===== config.mk =====
export PLATFORM = sky130hd
export DESIGN_NAME = ila_trigger_unit
export DESIGN_NICKNAME = d
export VERILOG_FILES = /design/src/rtl/ila_trigger_unit.sv
export SDC_FILE = /design/constraint.sdc
export NUM_CORES = 1
export LEC_CHECK = 0
export CORE_MARGIN = 1.5
export CORE_UTILIZATION = 40
export CTS_CLUSTER_DIAMETER = 50
export CTS_CLUSTER_SIZE = 28
export DETAILED_ROUTE_END_ITERATION = 16
export PLACE_DENSITY = 0.69
export SLEW_MARGIN = 5
export SYNTH_ARGS = -nofsm -noshare
export SYNTH_HDL_FRONTEND = slang
export SYNTH_SLANG_ARGS = --single-unit

===== constraint.sdc =====
create_clock -name clk -period 4.95 [get_ports clk]
set_input_delay 0.7425 -clock clk [delete_from_list [all_inputs] [get_ports clk]]
set_output_delay 0.7425 -clock clk [all_outputs]
set_load 0.01 [all_outputs]

===== src/rtl/ila_trigger_unit.sv =====
// rtl/ila_trigger_unit.sv - per-channel mask/compare trigger with occurrence counters for an ILA
// Optional two-stage trigger sequencer is built when ILA_TRIG_SEQ_EN is defined.
module ila_trigger_unit #(
    parameter int SIGNAL_W  = 32,
    parameter int TRIGGER_W = 4,
    parameter int CNT_W     = 16,
    localparam int SEL_W    = (TRIGGER_W > 1) ? $clog2(TRIGGER_W) : 1
) (
    input  logic                 clk,
    input  logic                 rst,
    input  logic                 en,
    input  logic                 clear,
    input  logic [SIGNAL_W-1:0]  signal,
    input  logic                 cfg_wr,
    input  logic [SEL_W-1:0]     cfg_sel,
    input  logic [SIGNAL_W-1:0]  cfg_value,
    input  logic [SIGNAL_W-1:0]  cfg_mask,
    input  logic [1:0]           cfg_mode,
    input  logic [CNT_W-1:0]     cfg_count,
`ifdef ILA_TRIG_SEQ_EN
    input  logic                 arm,
    input  logic [CNT_W-1:0]     seq_win,
    output logic                 seq_trigger,
    output logic [1:0]           seq_state,
`endif
    output logic [TRIGGER_W-1:0] trigger
);

    for (genvar g = 0; g < TRIGGER_W; g++) begin : g_ch
        logic [SIGNAL_W-1:0] r_value;
        logic [SIGNAL_W-1:0] r_mask;
        logic [SIGNAL_W-1:0] r_prev_masked;
        logic [1:0]          r_mode;
        logic [CNT_W-1:0]    r_count;
        logic [CNT_W-1:0]    r_hit;
        logic                r_prev_match;
        logic                r_trig;
        logic [SIGNAL_W-1:0] w_masked;
        logic [CNT_W-1:0]    w_hit_inc;
        logic                w_match;
        logic                w_cond;
        logic                w_sel;

        assign w_masked  = signal & r_mask;
        assign w_match   = ((signal ^ r_value) & r_mask) == '0;
        assign w_hit_inc = r_hit + CNT_W'(1);
        // Out-of-range selects never equal any channel index, so they are dropped here.
        assign w_sel     = cfg_wr && (int'(cfg_sel) == g);

        always_comb begin
            w_cond = 1'b0;
            case (r_mode)
                2'b00:   w_cond = w_match;
                2'b01:   w_cond = w_match & ~r_prev_match;
                2'b10:   w_cond = ~w_match & r_prev_match;
                default: w_cond = (w_masked != r_prev_masked);
            endcase
        end

        always_ff @(posedge clk) begin
            if (rst) begin
                r_value       <= '0;
                r_mask        <= '0;
                r_mode        <= 2'b00;
                r_count       <= '0;
                r_hit         <= '0;
                r_prev_match  <= 1'b0;
                r_prev_masked <= '0;
                r_trig        <= 1'b0;
            end else begin
                r_prev_match  <= w_match;
                r_prev_masked <= w_masked;
                r_trig        <= 1'b0;
                if (w_sel) begin
                    r_value <= cfg_value;
                    r_mask  <= cfg_mask;
                    r_mode  <= cfg_mode;
                    r_count <= cfg_count;
                    r_hit   <= '0;
                end else if (clear) begin
                    r_hit <= '0;
                end else if (en && (r_count != '0) && w_cond) begin
                    if (w_hit_inc == r_count) begin
                        r_trig <= 1'b1;
                        r_hit  <= '0;
                    end else begin
                        r_hit <= w_hit_inc;
                    end
                end
            end
        end

        assign trigger[g] = r_trig;
    end

`ifdef ILA_TRIG_SEQ_EN
    typedef enum logic [1:0] {
        S_IDLE   = 2'd0,
        S_WAIT_A = 2'd1,
        S_WAIT_B = 2'd2,
        S_FIRE   = 2'd3
    } seq_state_t;

    seq_state_t       r_state;
    seq_state_t       w_next;
    logic [CNT_W-1:0] r_win;

    always_ff @(posedge clk) begin
        if (rst) begin
            r_state <= S_IDLE;
            r_win   <= '0;
        end else begin
            r_state <= w_next;
            r_win   <= (r_state == S_WAIT_B) ? r_win + CNT_W'(1) : '0;
        end
    end

    always_comb begin
        w_next = r_state;
        case (r_state)
            S_IDLE:   if (arm) w_next = S_WAIT_A;
            S_WAIT_A: if (trigger[0]) w_next = S_WAIT_B;
            // A second-stage hit on the expiry cycle still fires.
            S_WAIT_B: begin
                if (trigger[1])
                    w_next = S_FIRE;
                else if ((seq_win != '0) && (r_win == seq_win - CNT_W'(1)))
                    w_next = S_WAIT_A;
            end
            default:  w_next = S_IDLE;
        endcase
        if (clear) w_next = S_IDLE;
    end

    assign seq_state   = r_state;
    assign seq_trigger = (r_state == S_FIRE);
`endif

endmodule

# Yosys cells after proc, flatten, opt, wreduce, memory -nomap -nowiden
# Cells that the tools add are included.
dict set report op_classes {
  addsub 4
  eq_ne 19
  n_mux 12
  bitwise 32
  reduce_logical 33
}
# op n
set ops {}
lappend ops {{bitwise AND 32 bit} 8}
lappend ops {{zero test 32 bit} 4}
lappend ops {{!= test 32 bit} 4}
lappend ops {{bitwise XOR 32 bit} 4}
lappend ops {{adder 16 x 1 -> 16 bit, second input constant} 4}
lappend ops {{equality test 16 bit} 4}
lappend ops {{2-to-1 mux 16 bit} 4}
lappend ops {{nonzero test 16 bit} 4}
lappend ops {{OR reduction 4 bit} 4}
lappend ops {{equality test 2 bit, second input constant} 6}
lappend ops {{logical AND 1 bit} 12}
lappend ops {{inverter 1 bit} 12}
lappend ops {{one-hot mux 1 bit (3 select lines)} 4}
lappend ops {{OR reduction 3 bit} 4}
lappend ops {{equality test 2 x 1 -> 1 bit, second input constant} 5}
lappend ops {{zero test 2 bit} 5}
lappend ops {{bitwise AND 1 bit} 8}
lappend ops {{2-to-1 mux 1 bit} 4}
dict set report word_totals {
  ff_bits 528
  inputBits 121
  out_inout_bits 4
  word_cells 132
}

# Depth between registers and ports, before layout
# Gate-level depths: netlist (run 1).
dict set report logic_depth {
  depth_word 9
  ltp_mapped 12
  ltp_nobuf 9
}

# Worst setup path after synthesis (run 1)
# No wires, ideal clock.
dict set report synth_path {
  path_type {input -> register}
  from {input port signal[26]}
  to {register g_ch[0].r_hit[10]}
  setup_ns 0.087
  t_arrival_ns 3.045
  required_time_ns 4.863
  slack_ns 1.818
  stages 10
  path_buffers 2
  path_cell_list {buf_2 -> xor2_1 -> a22oi_1 -> nand4_1 -> or4_4 -> a211o_1 -> a211o_4 -> buf_6 -> or4_1 -> o31ai_1}
}
dict set report synth_via {
  elab_chain_len 7
  elab_cells_between_ends 10
  cone_classes {eq/ne (1); mux (1); bitwise (6); reduce/logical (2)}
}
# element line
set synth_lines {}
lappend synth_lines {{start: declaration} 13} ;# input logic [SIGNAL_W-1:0] signal,
lappend synth_lines {{bitwise XOR 32 bit} 45} ;# assign w_match = ((signal ^ r_value) & r_mask) == '0;
lappend synth_lines {{bitwise AND 32 bit} 45}
lappend synth_lines {{zero test 32 bit} 45}
lappend synth_lines {{inverter 1 bit} 55} ;# 2'b10: w_cond = ~w_match & r_prev_match;
lappend synth_lines {{bitwise AND 1 bit} 55}
lappend synth_lines {{one-hot mux 1 bit (3 select lines) *} 52} ;# case (r_mode)
lappend synth_lines {{logical AND 1 bit *} 82} ;# end else if (en && (r_count != '0) && w_cond) begin
lappend synth_lines {{end signal: assignment} 87} ;# r_hit <= w_hit_inc;
lappend synth_lines {{end: declaration} 35} ;# logic [CNT_W-1:0] r_hit;
# Every way passes the cells marked *; elsewhere a longest branch is shown, timed or not.
# A chain may end at the register's enable or synchronous reset.

# Worst setup path in the final report (run 1)
dict set report layout_path {
  from {input port signal[19]}
  to {register g_ch[0].r_hit[1]}
}
# The elaborated chain is that of the path after synthesis.

==> metrics.yaml, run 1 <==
detailed_routing:
  drt-total-wl_um: 77040
  wire_per_inst_um: 19.96
  avgViaCountPerCell: 5.545
  route.detailed.drc: 0
  drt-initial-drc-count: 2280
  routed-via-count: 21398
  antenna_violating_nets_left: 0
  drt_first_pass_iters: 5
cells_and_area:
  share_of_cells_above_drive_strength_1_pct: 4.751
  fill_cell_count: 5888
  layout.nets: 3162
  top_library_cells_by_usage_in_the_layout_fill_and_taps_aside: "840 x sky130_fd_sc_hd__nand2_1, 528 x sky130_fd_sc_hd__dfxtp_1, 364 x sky130_fd_sc_hd__a21oi_1"
  most_common_cell_after_layout_fill_and_taps_aside: "sky130_fd_sc_hd__nand2_1"
  area_growth_syn_to_layout_pct: 13.05
clock_tree:
  ctsLongestPathBuffers: 3
  clk_transition_reported_paths_ns: 0.08
  cts_num_sinks: 528
  cts-hold-fix-buffers: 0
  postCtsSetupRepairBufs: 0
  cts-htree-levels: 2
  clock_tree.root_cell: "sky130_fd_sc_hd__clkbuf_16"
  tritoncts: "yes"
  ctsResizeCount: 0
  clock_latency_on_the_worst_skew_pair_ns: 0.62
  cts_buffers: 46
worst_setup_path:
  setup.worst_path.end_class: "flop"
  crit_path_arrival_time_ns: 4.14
  timing.critical_path.fanout_max: 18
  setup.reg_to_reg.worst_slack_ns: 1.36
  reg2reg_from: "g_ch[0].r_hit[3]$_SDFFE_PP0P_"
  worst_r2r_path_depth: 8
  timing.critical_path.required_ns: 5.44
  timing.critical_path.from_type: "primary input"
  timing_worst_setup_path_type: "primary input to flop"
  regToRegEndpoint: "g_ch[0].r_hit[10]$_SDFFE_PP0P_"
logic_synthesis:
  yosys.cell_types.count: 81
  number_of_synthesized_flops_with_an_enable_pin: 0
  synthTopCellsByArea: "sky130_fd_sc_hd__dfxtp_1 43%, sky130_fd_sc_hd__nand2_1 13%, sky130_fd_sc_hd__a21oi_1 7.4%, sky130_fd_sc_hd__xor2_1 6.8%, sky130_fd_sc_hd__xnor2_1 5.0%"
  synth_top_family_by_area: "simple AND/OR/NAND/NOR gates"
  synth-xor-area-share_pct: 11.98
  post-synth-top-area-cell: "sky130_fd_sc_hd__dfxtp_1"
  post_synth_and_or_nand_nor_area_fraction_pct: 25.87
  synth.area.mux_share_pct: 0.3324
  ys_async_sr_fraction_pct: 0
  yosys_warnings: 0
  synth.yosys.seq_area_share_pct: 43.21
  synth.net_count: 3168
  post_synth.cell_area_avg_sq_um: 8.039
  synth.cell_area_sq_um: 24460
  yosys_register_bits: 528
  post_synth_fa_ha_maj_area_fraction_pct: 0.2046
  yosys_most_used_dff: "sky130_fd_sc_hd__dfxtp_1"
  synth.top_cell.area_share_pct: 43.21
  synth_compound_area_share_pct: 14.41
  syn-instance-count: 3043
die:
  dieHeight_um: 250.3
  chipWidth_um: 250.3
  die_area_sq_um: 62650
  coreArea_sq_um: 60360
  initial_utilization_pct: 40.53
  placementRows: 90
  pin_count: 125
grt:
  grt_first_pass_wirelength_um: 117300
  grt_start_max_net_pins: 189
  grt_antenna_before_repair: 7
  via_count_of_the_first_global_routing_pass: 19452
  grt-ovfl-total: 0
  grt.total_usage_pct: 23.98
place:
  routability_driven_placement_congestion_ratio: 0.9589
  post-dp-hpwl_um: 53620
  numPortBuffers: 124
power:
  power.static_leakage_uw: 0.009703
  total_power_uw: 9254
  power_per_cell_area_nw_per_um2: 334.6
  ir_drop_mv: 0.2715
sta:
  clock.fmax_mhz: 273.7
  hold_slack_ns: 0.4673
  worst_clk_skew_ns: 0.04187
  timing.final.max_slew_violations: 0
  timing.max_slew.rel_slack_pct: 28.61
  rsz_0062_raised_after_global_routing: "no"
  fin_tns_setup_ns: 0
  layout_worst_path_cycle_share_pct: 73.80
  hold_viol_final: 0
  final_period_minus_worst_setup_slack_ns: 3.653
  timing_worst_slew_pin_value_ns: 1.071
  setup_violations: 0
hold_path:
  hold-path-cell-count: 2
  worstHoldStart: "g_ch[2].r_value[20]$_SDFFE_PP0P_"
  hold_path.class: "flop to flop"
  whs_endpoint: "g_ch[2].r_value[20]$_SDFFE_PP0P_"
flow_run:
  max_cap_viol_count: 0
run_status:
  status: "completed"
## final cells by class
cell class	instances	area, sq um	share of cell area [%]
antenna	4	10.01	0.03619
clock buffer	48	1179	4.262
clock inverter	36	426.7	1.543
inverter	13	48.80	0.1764
multi-input combinational	2296	12960	46.87
sequential	528	10570	38.22
tap	782	978.4	3.538
timing repair buffer	152	1481	5.357
## logic make-up after synthesis
group,after synthesis
AND/OR/NAND/NOR,1356
AO/OA/AOI/OAI,595
flip-flops,528
XOR/XNOR,333
buffers and inverters,219
multiplexers,8
adder cells (fa/ha/maj),4
## synthesized netlist by cell type, types with 40 or more instances
master	count
sky130_fd_sc_hd__nand4_1	55
sky130_fd_sc_hd__nand2_1	840
sky130_fd_sc_hd__dfxtp_1	528
sky130_fd_sc_hd__nor4_1	56
sky130_fd_sc_hd__clkbuf_1	138
sky130_fd_sc_hd__a22oi_1	65
sky130_fd_sc_hd__a21oi_1	364
sky130_fd_sc_hd__and2_1	122
sky130_fd_sc_hd__xor2_1	191
sky130_fd_sc_hd__nor2_1	62
sky130_fd_sc_hd__xnor2_1	141
sky130_fd_sc_hd__nor2b_1	40
sky130_fd_sc_hd__o21ai_0	51
## how the worst max path moves through the flow
stage | startpoint | to | slack [ns] | depth (start not counted)
after floorplan | signal[26] | g_ch[0].r_hit[10]$_SDFFE_PP0P_ | 1.82 | 10
after global placement | signal[19] | g_ch[0].r_hit[1]$_SDFFE_PP0P_ | 0.67 | 9
after detailed placement | signal[19] | g_ch[0].r_hit[1]$_SDFFE_PP0P_ | 0.72 | 9
after CTS | g_ch[0].r_hit[3]$_SDFFE_PP0P_ | g_ch[0].r_hit[6]$_SDFFE_PP0P_ | 1.38 | 8
after global routing | g_ch[0].r_hit[5]$_SDFFE_PP0P_ | g_ch[0].r_hit[6]$_SDFFE_PP0P_ | 1.08 | 8
final | signal[19] | g_ch[0].r_hit[1]$_SDFFE_PP0P_ | 1.30 | 9
## through the flow
| step | util (%) | instances | cell area (sq um) | setup WS (ns) |
|---|---|---|---|---|
| 2_1_floorplan | - | 3043 | 24460 | 1.818 |
| 3_3_place_gp | 43.14 | 3771 | 26040 | 0.6676 |
| 3_5_place_dp | 43.14 | 3771 | 26040 | 0.7182 |
| 4_1_cts | 45.80 | 3855 | 27650 | 1.381 |
| 5_1_grt | 45.81 | 3856 | 27650 | 1.083 |
| 6_report | 45.82 | 3859 | 27660 | 1.297 |
## registers in the layout (all words and copies together), names as in the netlist
register,cells
g_ch.r_count,64
g_ch.r_hit,64
g_ch.r_mask,128
g_ch.r_mode,8
g_ch.r_prev_masked,128
g_ch.r_prev_match,4
g_ch.r_trig,4
g_ch.r_value,128
## report_power, final
group | internal (uW) | total [uW] | switching (uW)
Sequential | 4350 | 4450 | 96.7
Combinational | 338 | 940 | 602
Clock | 1920 | 3870 | 1950
Total | 6610 | 9250 | 2650
## worst max-delay path, cell delays in order
cell,delay (ns)
sky130_fd_sc_hd__clkdlybuf4s50_1,0.74
sky130_fd_sc_hd__nand2_1,0.12
sky130_fd_sc_hd__xnor2_1,0.18
sky130_fd_sc_hd__nor4_1,0.63
sky130_fd_sc_hd__nand4_1,0.45
sky130_fd_sc_hd__o31ai_1,0.55
sky130_fd_sc_hd__a21o_2,0.43
sky130_fd_sc_hd__mux2i_1,0.23
sky130_fd_sc_hd__nor2_1,0.05
## routing by layer
metal  wire length (um)  up-vias  global-route usage, %  part of all wire (%)
met5                 29        -                      0                 0.038
met4               2818        6                  9.368                   3.7
met3               6394      131                  4.406                   8.3
met2              35100      809                  38.29                    46
met1              32690    10164                  32.04                    42
li1                   -    10288                      -                     -
Note: power is estimated with default switching activity, not from simulation.
==> run 2: changes to the inputs <==
- clock period: 4.95 -> 3.8 ns (I/O delays scaled with it)
==> run 2 against run 1 <==
Die area is the same; hold slack worse by 0.012 ns; cell count up 1.5%; clock skew is 0.013 ns higher; total power grew 31%; setup slack worse by 0.88 ns; highest routed layer unchanged; combinational power up 37%; flip-flop and latch count unchanged; core utilization increased by 0.92 points; critical endpoint is now g_ch[3].r_hit[6]$_SDFFE_PP0P_.
==> metrics.yaml, run 2 (synthesis results as in run 1) <==
place:
  post-dp-hpwl_um: 54190  # was 53620 um
  dpl_cell_area_sq_um: 26590  # was 26040 sq um
  routability_driven_placement_congestion_ratio: 0.9454  # was 0.9589
  numPortBuffers: 124  # unchanged
detailed_routing:
  route.detailed.drc: 0  # unchanged
  routed-via-count: 21568  # was 21398
  avgViaCountPerCell: 5.506  # was 5.545
  drt-initial-drc-count: 2097  # was 2280
  drt-total-wl_um: 77270  # was 77040 um
  antenna_violating_nets_left: 0  # unchanged
  wire_per_inst_um: 19.73  # was 19.96 um
  drt_first_pass_iters: 5  # unchanged
cells_and_area:
  area_growth_syn_to_layout_pct: 15.32  # was 13.05%
  fin_util_pct: 46.74  # was 45.82%
  largestRegisters: "g_ch.r_mask: 128 flops, g_ch.r_prev_masked: 128 flops, g_ch.r_value: 128 flops"  # unchanged
  top_library_cells_by_usage_in_the_layout_fill_and_taps_aside: "840 x sky130_fd_sc_hd__nand2_1, 528 x sky130_fd_sc_hd__dfxtp_1, 364 x sky130_fd_sc_hd__a21oi_1"  # unchanged
  layout.nets: 3222  # was 3162
  share_of_cells_above_drive_strength_1_pct: 6.513  # was 4.751%
  most_common_cell_after_layout_fill_and_taps_aside: "sky130_fd_sc_hd__nand2_1"  # unchanged
  finish.instance_area_sq_um: 28210  # was 27660 sq um
worst_setup_path:
  timing.critical_path.fanout_max: 9  # was 18
  timing_worst_setup_path_type: "flop to flop"  # was primary input to flop
  timing.critical_path.from_type: "flop"  # was primary input
  crit_path_arrival_time_ns: 3.85  # was 4.14 ns
  timing.critical_path.required_ns: 4.26  # was 5.44 ns
  setup.worst_path.end_class: "flop"  # unchanged
grt:
  via_count_of_the_first_global_routing_pass: 19735  # was 19452
  grt_start_max_net_pins: 137  # was 189
  grt_antenna_before_repair: 2  # was 7
  grt.total_usage_pct: 24.14  # was 23.98%
  grt-ovfl-total: 0  # unchanged
  grt_first_pass_wirelength_um: 118800  # was 117300 um
sta:
  rsz_0062_raised_after_global_routing: "no"  # unchanged
  setup_violations: 0  # unchanged
  hold_viol_final: 0  # unchanged
  timing.max_slew.rel_slack_pct: 22.58  # was 28.61%
  worst_clk_skew_ns: 0.05479  # was 0.04187 ns
  final_period_minus_worst_setup_slack_ns: 3.385
  timing.final.max_slew_violations: 0  # unchanged
  timing_worst_slew_pin_value_ns: 1.161  # was 1.071 ns
  layout_worst_path_cycle_share_pct: 89.09
  fin_tns_setup_ns: 0  # unchanged
  clock.fmax_mhz: 295.4
power:
  net-switching-power_uw: 3442  # was 2647 uW
  combinationalPowerShare_pct: 10.6  # was 10.2%
  power.sequential.fraction_pct: 47.7  # was 48.1%
  power.static_leakage_uw: 0.01001  # was 0.009703 uW
  power_per_cell_area_nw_per_um2: 430.9  # was 334.6 nW/um^2
  internal_power_uw: 8714  # was 6607 uW
  ir_drop_mv: 0.2936  # was 0.2715 mV
  sw_frac_of_total_pct: 28.31  # was 28.60%
  pwr-share-clk_pct: 41.7  # was 41.8%
clock_tree:
  clock_tree.root_cell: "sky130_fd_sc_hd__clkbuf_16"  # unchanged
  ctsResizeCount: 0  # unchanged
  cts-hold-fix-buffers: 0  # unchanged
  ctsLongestPathBuffers: 3  # unchanged
  tritoncts: "yes"  # unchanged
  postCtsSetupRepairBufs: 0  # unchanged
  cts_buffers: 44  # was 46
  clk_transition_reported_paths_ns: 0.10  # was 0.08 ns
  cts-htree-levels: 2  # unchanged
  clock_latency_on_the_worst_skew_pair_ns: 0.62  # about the same
  cts_num_sinks: 528  # unchanged
die:
  die_area_sq_um: 62650  # unchanged
  placementRows: 90  # unchanged
  initial_utilization_pct: 40.53  # unchanged
  chipWidth_um: 250.3  # unchanged
  coreArea_sq_um: 60360  # unchanged
  pin_count: 125  # unchanged
  dieHeight_um: 250.3  # unchanged
flow_run:
  max_cap_viol_count: 0  # unchanged
hold_path:
  hold_path.class: "primary input to flop"  # was flop to flop
run_status:
  status: "completed"  # unchanged
## run 2: area by class of cell
class	instances	area (sq um)
well taps	782	978.4
clock inverters	35	493.0
repair buffers	214	2034
multi-input cells	2296	12960
fillers	5916	32150
clock buffers	46	1119
diodes	3	7.507
flip-flops and latches	528	10570
inverters	13	48.80
## run 2: metrics by stage
step	hold slack (ns)	cells	setup slack [ns]	power (uW)
final	0.4557	3917	0.4147	12160
after global routing	0.4812	3914	0.1300	12550
after CTS	0.4516	3914	0.4462	12220
after detailed placement	0.4588	3833	0.01228	7190
after global placement	0.4539	3833	0.03639	7179
after floorplan	0.4453	3043	0.8400	6599
## run 2: final timing paths
| kind | from | end | slack, ns | cells past startpoint |
|---|---|---|---|---|
| worst max register to register | g_ch[3].r_hit[0]$_SDFFE_PP0P_ | g_ch[3].r_hit[6]$_SDFFE_PP0P_ | 0.41 | 10 |
| worst max-delay path | g_ch[3].r_hit[0]$_SDFFE_PP0P_ | g_ch[3].r_hit[6]$_SDFFE_PP0P_ | 0.41 | 10 |
| worst min-delay path | rst | g_ch[2].r_count[12]$_SDFFE_PP0P_ | 0.46 | 2 |
| worst min register to register | g_ch[2].r_value[12]$_SDFFE_PP0P_ | g_ch[2].r_value[12]$_SDFFE_PP0P_ | 0.47 | 2 |
## run 2: layer usage
metal  GRT usage (%)  part of all wire [%]
met4           9.472                   4.3
met2           38.77                    46
met1           32.64                    42
met3           3.512                   7.9
met5               0                 0.010
## run 2: power groups by stage
stage,Sequential [uW],Combinational [uW],Clock (uW)
after global placement,5920,1260,0
after detailed placement,5920,1270,0
after global routing,5810,1380,5350
after floorplan,5880,720,0
final,5800,1290,5070
after CTS,5790,1280,5150
## run 2: critical path: stages, from the launching register on
cell and delay, ns:
sky130_fd_sc_hd__dfxtp_1 0.43, sky130_fd_sc_hd__ha_1 0.31, sky130_fd_sc_hd__and3_1 0.29, sky130_fd_sc_hd__nand3_1 0.22, sky130_fd_sc_hd__or4b_1 0.52, sky130_fd_sc_hd__o211a_1 0.13
sky130_fd_sc_hd__o21ai_0 0.43, sky130_fd_sc_hd__and2_1 0.45, sky130_fd_sc_hd__nor2_2 0.05, sky130_fd_sc_hd__buf_4 0.18, sky130_fd_sc_hd__a32o_1 0.21
